File: config.mk
export PLATFORM = sky130hd
export DESIGN_NAME = sync_fifo_prog_flat
export DESIGN_NICKNAME = d
export VERILOG_FILES = /design/src/rtl/sync_fifo_prog_if.sv /design/src/rtl/sync_fifo_prog.sv /design/src/flat_wrapper.sv
export SDC_FILE = /design/constraint.sdc
export NUM_CORES = 1
export LEC_CHECK = 0
export ABC_AREA = 1
export CORE_ASPECT_RATIO = 0.9
export CORE_MARGIN = 1.5
export CORE_UTILIZATION = 56
export CTS_BUF_LIST = sky130_fd_sc_hd__clkbuf_2 sky130_fd_sc_hd__clkbuf_4 sky130_fd_sc_hd__clkbuf_8
export DETAILED_ROUTE_END_ITERATION = 8
export GPL_ROUTABILITY_DRIVEN = 0
export PLACE_DENSITY = 0.78
export SETUP_SLACK_MARGIN = 0.1
export SYNTH_ARGS = -nofsm -noshare
export SYNTH_HDL_FRONTEND = slang
export SYNTH_SLANG_ARGS = --single-unit
export TNS_END_PERCENT = 20
File: constraint.sdc
create_clock -name clk -period 1.63 [get_ports clk]
set_input_delay 0.326 -clock clk [delete_from_list [all_inputs] [get_ports clk]]
set_output_delay 0.326 -clock clk [all_outputs]
set_load 0.005 [all_outputs]
File: src/rtl/sync_fifo_prog_if.sv
// Handshake bundle between a producer/consumer pair and sync_fifo_prog.
// master = the stages using the FIFO, slave = the FIFO itself.
interface sync_fifo_prog_if #(
   parameter int DATA_WIDTH = 8,
   parameter int ADDR_WIDTH = 4
);
   logic                  wr_en;
   logic [DATA_WIDTH-1:0] wr_data;
   logic                  rd_en;
   logic [DATA_WIDTH-1:0] rd_data;
   logic                  rd_valid;
   logic                  full;
   logic                  empty;
   logic                  almost_full;
   logic                  almost_empty;
   logic [ADDR_WIDTH:0]   count;
   logic                  overflow;
   logic                  underflow;
   logic                  clr_err;

   modport master (
      output wr_en, wr_data, rd_en, clr_err,
      input  rd_data, rd_valid, full, empty, almost_full, almost_empty,
             count, overflow, underflow
   );

   modport slave (
      input  wr_en, wr_data, rd_en, clr_err,
      output rd_data, rd_valid, full, empty, almost_full, almost_empty,
             count, overflow, underflow
   );
endinterface

File: src/rtl/sync_fifo_prog.sv
// Single-clock FIFO with registered level flags, programmable almost-full/empty
// thresholds, sticky overflow/underflow and standard or fall-through read.
module sync_fifo_prog #(
   parameter int DATA_WIDTH = 8,
   parameter int ADDR_WIDTH = 4,
   parameter int AF_LEVEL   = 12,
   parameter int AE_LEVEL   = 4,
   parameter int FWFT       = 0
) (
   input  logic            clk,
   input  logic            rst,
   sync_fifo_prog_if.slave fifo
);
   localparam int DEPTH = 2 ** ADDR_WIDTH;
   localparam int CW    = ADDR_WIDTH + 1;

   logic [DATA_WIDTH-1:0] mem [DEPTH];
   logic [ADDR_WIDTH-1:0] wr_ptr;
   logic [ADDR_WIDTH-1:0] rd_ptr;
   logic [CW-1:0]         count_q;
   logic [CW-1:0]         count_nxt;
   logic                  full_q;
   logic                  empty_q;
   logic                  af_q;
   logic                  ae_q;
   logic                  overflow_q;
   logic                  underflow_q;
   logic                  wr_acc;
   logic                  rd_acc;

   // Acceptance looks only at the registered flags, so a pop cannot make room
   // for a same-cycle push into a full FIFO (and vice versa when empty).
   assign wr_acc = fifo.wr_en & ~full_q;
   assign rd_acc = fifo.rd_en & ~empty_q;

   always_comb begin
      count_nxt = count_q;
      if (wr_acc && !rd_acc)
         count_nxt = count_q + 1'b1;
      else if (!wr_acc && rd_acc)
         count_nxt = count_q - 1'b1;
   end

   always_ff @(posedge clk) begin
      if (rst) begin
         wr_ptr  <= '0;
         rd_ptr  <= '0;
         count_q <= '0;
         full_q  <= 1'b0;
         empty_q <= 1'b1;
         af_q    <= 1'b0;
         ae_q    <= 1'b1;
      end else begin
         if (wr_acc) wr_ptr <= wr_ptr + 1'b1;
         if (rd_acc) rd_ptr <= rd_ptr + 1'b1;
         count_q <= count_nxt;
         full_q  <= (count_nxt == CW'(DEPTH));
         empty_q <= (count_nxt == '0);
         af_q    <= (count_nxt >= CW'(AF_LEVEL));
         ae_q    <= (count_nxt <= CW'(AE_LEVEL));
      end
   end

   always_ff @(posedge clk) begin
      if (!rst && wr_acc)
         mem[wr_ptr] <= fifo.wr_data;
   end

   // Error flags are sticky; a fresh error in the clearing cycle keeps the flag set.
   always_ff @(posedge clk) begin
      if (rst) begin
         overflow_q  <= 1'b0;
         underflow_q <= 1'b0;
      end else begin
         overflow_q  <= (fifo.wr_en & full_q)  | (overflow_q  & ~fifo.clr_err);
         underflow_q <= (fifo.rd_en & empty_q) | (underflow_q & ~fifo.clr_err);
      end
   end

   generate
      if (FWFT != 0) begin : g_fwft
         assign fifo.rd_data  = mem[rd_ptr];
         assign fifo.rd_valid = ~empty_q;
      end else begin : g_std
         logic [DATA_WIDTH-1:0] rd_data_q;
         logic                  rd_valid_q;

         always_ff @(posedge clk) begin
            if (rst) begin
               rd_data_q  <= '0;
               rd_valid_q <= 1'b0;
            end else begin
               rd_valid_q <= rd_acc;
               if (rd_acc) rd_data_q <= mem[rd_ptr];
            end
         end

         assign fifo.rd_data  = rd_data_q;
         assign fifo.rd_valid = rd_valid_q;
      end
   endgenerate

   assign fifo.count        = count_q;
   assign fifo.full         = full_q;
   assign fifo.empty        = empty_q;
   assign fifo.almost_full  = af_q;
   assign fifo.almost_empty = ae_q;
   assign fifo.overflow     = overflow_q;
   assign fifo.underflow    = underflow_q;
endmodule

File: src/flat_wrapper.sv
// flat-port wrapper written by rule: the top's interface ports become plain ports
module sync_fifo_prog_flat 
#(
   parameter int DATA_WIDTH = 8,
   parameter int ADDR_WIDTH = 4,
   parameter int AF_LEVEL   = 12,
   parameter int AE_LEVEL   = 4,
   parameter int FWFT       = 0
)
  (clk, rst, fifo_wr_en, fifo_wr_data, fifo_rd_en, fifo_clr_err, fifo_rd_data, fifo_rd_valid, fifo_full, fifo_empty, fifo_almost_full, fifo_almost_empty, fifo_count, fifo_overflow, fifo_underflow);
  sync_fifo_prog_if #(.DATA_WIDTH(DATA_WIDTH), .ADDR_WIDTH(ADDR_WIDTH)) fifo_i ();
  input  logic clk;
  input  logic rst;
  input wire logic [$bits(fifo_i.wr_en)-1:0] fifo_wr_en;
  input wire logic [$bits(fifo_i.wr_data)-1:0] fifo_wr_data;
  input wire logic [$bits(fifo_i.rd_en)-1:0] fifo_rd_en;
  input wire logic [$bits(fifo_i.clr_err)-1:0] fifo_clr_err;
  output wire logic [$bits(fifo_i.rd_data)-1:0] fifo_rd_data;
  output wire logic [$bits(fifo_i.rd_valid)-1:0] fifo_rd_valid;
  output wire logic [$bits(fifo_i.full)-1:0] fifo_full;
  output wire logic [$bits(fifo_i.empty)-1:0] fifo_empty;
  output wire logic [$bits(fifo_i.almost_full)-1:0] fifo_almost_full;
  output wire logic [$bits(fifo_i.almost_empty)-1:0] fifo_almost_empty;
  output wire logic [$bits(fifo_i.count)-1:0] fifo_count;
  output wire logic [$bits(fifo_i.overflow)-1:0] fifo_overflow;
  output wire logic [$bits(fifo_i.underflow)-1:0] fifo_underflow;
  assign fifo_i.wr_en = fifo_wr_en;
  assign fifo_i.wr_data = fifo_wr_data;
  assign fifo_i.rd_en = fifo_rd_en;
  assign fifo_i.clr_err = fifo_clr_err;
  assign fifo_rd_data = fifo_i.rd_data;
  assign fifo_rd_valid = fifo_i.rd_valid;
  assign fifo_full = fifo_i.full;
  assign fifo_empty = fifo_i.empty;
  assign fifo_almost_full = fifo_i.almost_full;
  assign fifo_almost_empty = fifo_i.almost_empty;
  assign fifo_count = fifo_i.count;
  assign fifo_overflow = fifo_i.overflow;
  assign fifo_underflow = fifo_i.underflow;
  sync_fifo_prog #(.DATA_WIDTH(DATA_WIDTH), .ADDR_WIDTH(ADDR_WIDTH), .AF_LEVEL(AF_LEVEL), .AE_LEVEL(AE_LEVEL), .FWFT(FWFT)) u_core (.clk(clk), .rst(rst), .fifo(fifo_i));
endmodule
==> flow_summary.yaml <==
power:
  p_sw_mw: 2.392
  p_comb_frac: 0.181
  powerDensity_nw_per_um2: 1122
  p_total_mw: 8.852
  p_sw_frac: 0.2702
  seqPwrFrac: 0.508
  peakVddDrop_mv: 0.7886
  power_frac_clock: 0.311
  leakagePower_nw: 3.165
  intPower_mw: 6.460
finish:
  diodes: 0
  nNetsFinal: 725
  drive_above_1_share: 0.1718
  syn_to_final_growth_pct: 20.24
  fin_util: 0.6897
  fillCellCount: 829
  fin_cells: 872
routing:
  met3_length_mm: 1.707
  drt-total-wl_mm: 15.64
  dr.pass1.iters: 5
  drt-met1-wl_mm: 6.269
  highest_layer: "met4"
  vias: 4918
  drtIter0Drc: 639
  routed-wl-met2_mm: 7.191
  drc: 0
  drt-vias-per-instance: 5.640
  drtAntennaViolNets: 0
  wl_per_cell_um: 17.93
cts:
  insertion_delay_ps: 450
  root_buffer: "clkbuf_8"
  cts-buffers-inserted: 17
  cts_hold_buf: 0
  h-tree-depth: 4
  clk_pin_slew_worst_paths_ps: 80
  clkSinkCount: 156
  clock_path_buffers: 2
  cts_tree: "done"
worst_setup_path:
  critPathLaunchType: "flip-flop"
  crit_arrival_ps: 1680
  path_class: "flip-flop to flip-flop"
  worstPathRequired_ps: 1780
  path_max_fanout: 8
  cp-end-kind: "flip-flop"
timing:
  fin_tns_setup_ps: 0
  final-setup-viol-count: 0
  hold_viol_final: 0
  worst_pin_slew_ps: 473.2
  fmax_ghz: 0.6563
  maxSlewViolCount: 0
  fin_crit_ps: 1524
  grt_setup_unrepaired: "true"
  finalClockSkew_ps: 12.53
  maxSlewHeadroom: 0.6826
  post-route-period-util: 0.9347
outcome:
  outcome: "complete, no violations"
place:
  io_buffer_count: 32
  dp_cells: 834
  dp_hpwl_mm: 10.16
floorplan:
  die_width_um: 117.1
  die_y_um: 105.7
  die-area_um2: 12370
  initial_utilization: 0.5736
  core_um2: 11430
  io_pins: 33
  rows: 37
global_route:
  grt_pass1_vias: 4573
  grt_pass1_wl_mm: 24.31
  grtUsageTotal: 0.2707
  grt-ovfl-total: 0
  antenna_found_initial: 0
  grt_max_degree: 67
yosys:
  netlist_area_um2: 6559
  synth_seq_area_share: 0.6715
  ys_seq_elements: 156
  ys_warn_count: 0
  postSynthCellCount: 629
  syn_nets: 649
  syn_area_per_cell_um2: 10.43
  synth_cell_type_count: 29
min_path:
  min_path_type: "flip-flop to flip-flop"
job:
  cap_violations: 0
## worst paths after layout
path	start	end	slack [ps]	cells after the start
setup / recovery	u_core.fifo.full	u_core.mem[13][3]	110	5
hold / removal	u_core.fifo.overflow	u_core.fifo.overflow	460	2
setup reg to reg	u_core.fifo.full	u_core.mem[13][3]	110	5
hold reg to reg	u_core.fifo.overflow	u_core.fifo.overflow	460	2
## final cells by class
class / count / area, um2 / area share
Clock buffer: 20 / 256.5 / 0.03252
Clock inverter: 10 / 118.9 / 0.01507
Inverter: 33 / 128.9 / 0.01634
Multi-Input combinational cell: 410 / 1919 / 0.2434
Sequential cell: 156 / 4429 / 0.5616
Tap cell: 156 / 195.2 / 0.02475
Timing Repair Buffer: 87 / 838.3 / 0.1063
## logic make-up after synthesis
| kind of cell | synth area share |
|---|---|
| AO/OA/AOI/OAI | 0.02613 |
| XOR/XNOR | 0.002671 |
| adder cells (fa/ha/maj) | 0.01335 |
| buffers and inverters | 0.04464 |
| flip-flops | 0.6715 |
| AND/OR/NAND/NOR | 0.2417 |
## routing by layer
layer,GRT usage,up-vias
li1,-,2276
met1,0.3767,2312
met2,0.3964,285
met3,0.07993,45
met4,0.1188,0
met5,0,-
## registers in the layout, summed over array words and instances (netlist names)
signal and flops:
u_core.rd_ptr 4, u_core.fifo.rd_valid 1, u_core.fifo.overflow 1, u_core.fifo.almost_empty 1, u_core.mem 128, u_core.fifo.almost_full 1
u_core.fifo.rd_data 8, u_core.wr_ptr 4, u_core.fifo.underflow 1, u_core.fifo.full 1, u_core.fifo.count 5, u_core.fifo.empty 1
## power by group through the flow
stage / combinational [mW] / clock, mW / sequential, mW
3_5_place_dp: 1.48 / 0 / 4.60
5_1_grt: 1.76 / 2.95 / 4.51
2_1_floorplan: 0.865 / 0 / 4.59
3_3_place_gp: 1.44 / 0 / 4.60
4_1_cts: 1.52 / 2.77 / 4.49
6_report: 1.60 / 2.75 / 4.50
## placed cells by master, fill, tap and decap left out, types with 2 or more instances in the layout
cell and instances:
a21oi_1 19, buf_12 8, buf_4 40, buf_6 6, bufinv_16 2, clkbuf_4 3
clkbuf_8 17, clkdlybuf4s50_1 12, clkinv_1 3, clkinv_2 3, clkinv_4 4, dfxtp_1 18
dfxtp_2 5, dfxtp_4 5, dlygate4sd2_1 20, edfxtp_1 128, ha_1 5, inv_1 25
inv_2 4, inv_6 2, nand2_1 193, nand2_2 9, nand3_1 107, nand3_2 5
nor2_1 45, nor2_4 2, o21ai_0 3, o21ai_1 10
## stage by stage
step / worst slack, ps / cell area [um2] / hold slack, ps
global placement: -233.6 / 7360 / 449.6
floorplan: 16.33 / 6559 / 424.9
detailed placement: -280.5 / 7360 / 457.8
finish: 106.4 / 7886 / 461.0
global route: 51.14 / 7886 / 502.7
CTS: 100.9 / 7780 / 465.8
## repair_timing
item,CTS,global route
resized for setup,34,26
buffers inserted,6,2
pin swaps,0,4
endpoints found under the setup margin,21,61
## Yosys cell counts
library cell,instances,share of area
nand2_1,198,0.11
edfxtp_1,128,0.59
nand3_1,110,0.084
nor2_1,46,0.026
dfxtp_1,28,0.085
inv_1,26,0.015
a21oi_1,19,0.014
buf_2,15,0.011
o21ai_1,10,0.0076
buf_4,8,0.0092
ha_1,7,0.013
clkbuf_1,4,0.0023
inv_2,4,0.0023
nand2_2,4,0.0038
clkinv_1,3,0.0017
o21ai_0,3,0.0023
buf_1,2,0.0011
nand3_2,2,0.0031
xor2_1,2,0.0027
buf_6,1,0.0017
nand2_4,1,0.0017
nand3b_1,1,0.0011
nand4_1,1,0.00095
nor2_2,1,0.00095
nor2_4,1,0.0017
nor2_8,1,0.0031
nor3_1,1,0.00076
nor4_1,1,0.00095
o21bai_2,1,0.0017
## critical path, cell delays in order (launching register included)
cell	delay, ps
dfxtp_4	350
buf_4	160
nor2_8	160
nand2_1	210
nor2_1	160
buf_4	190
(Power assumes the default switching activity.)
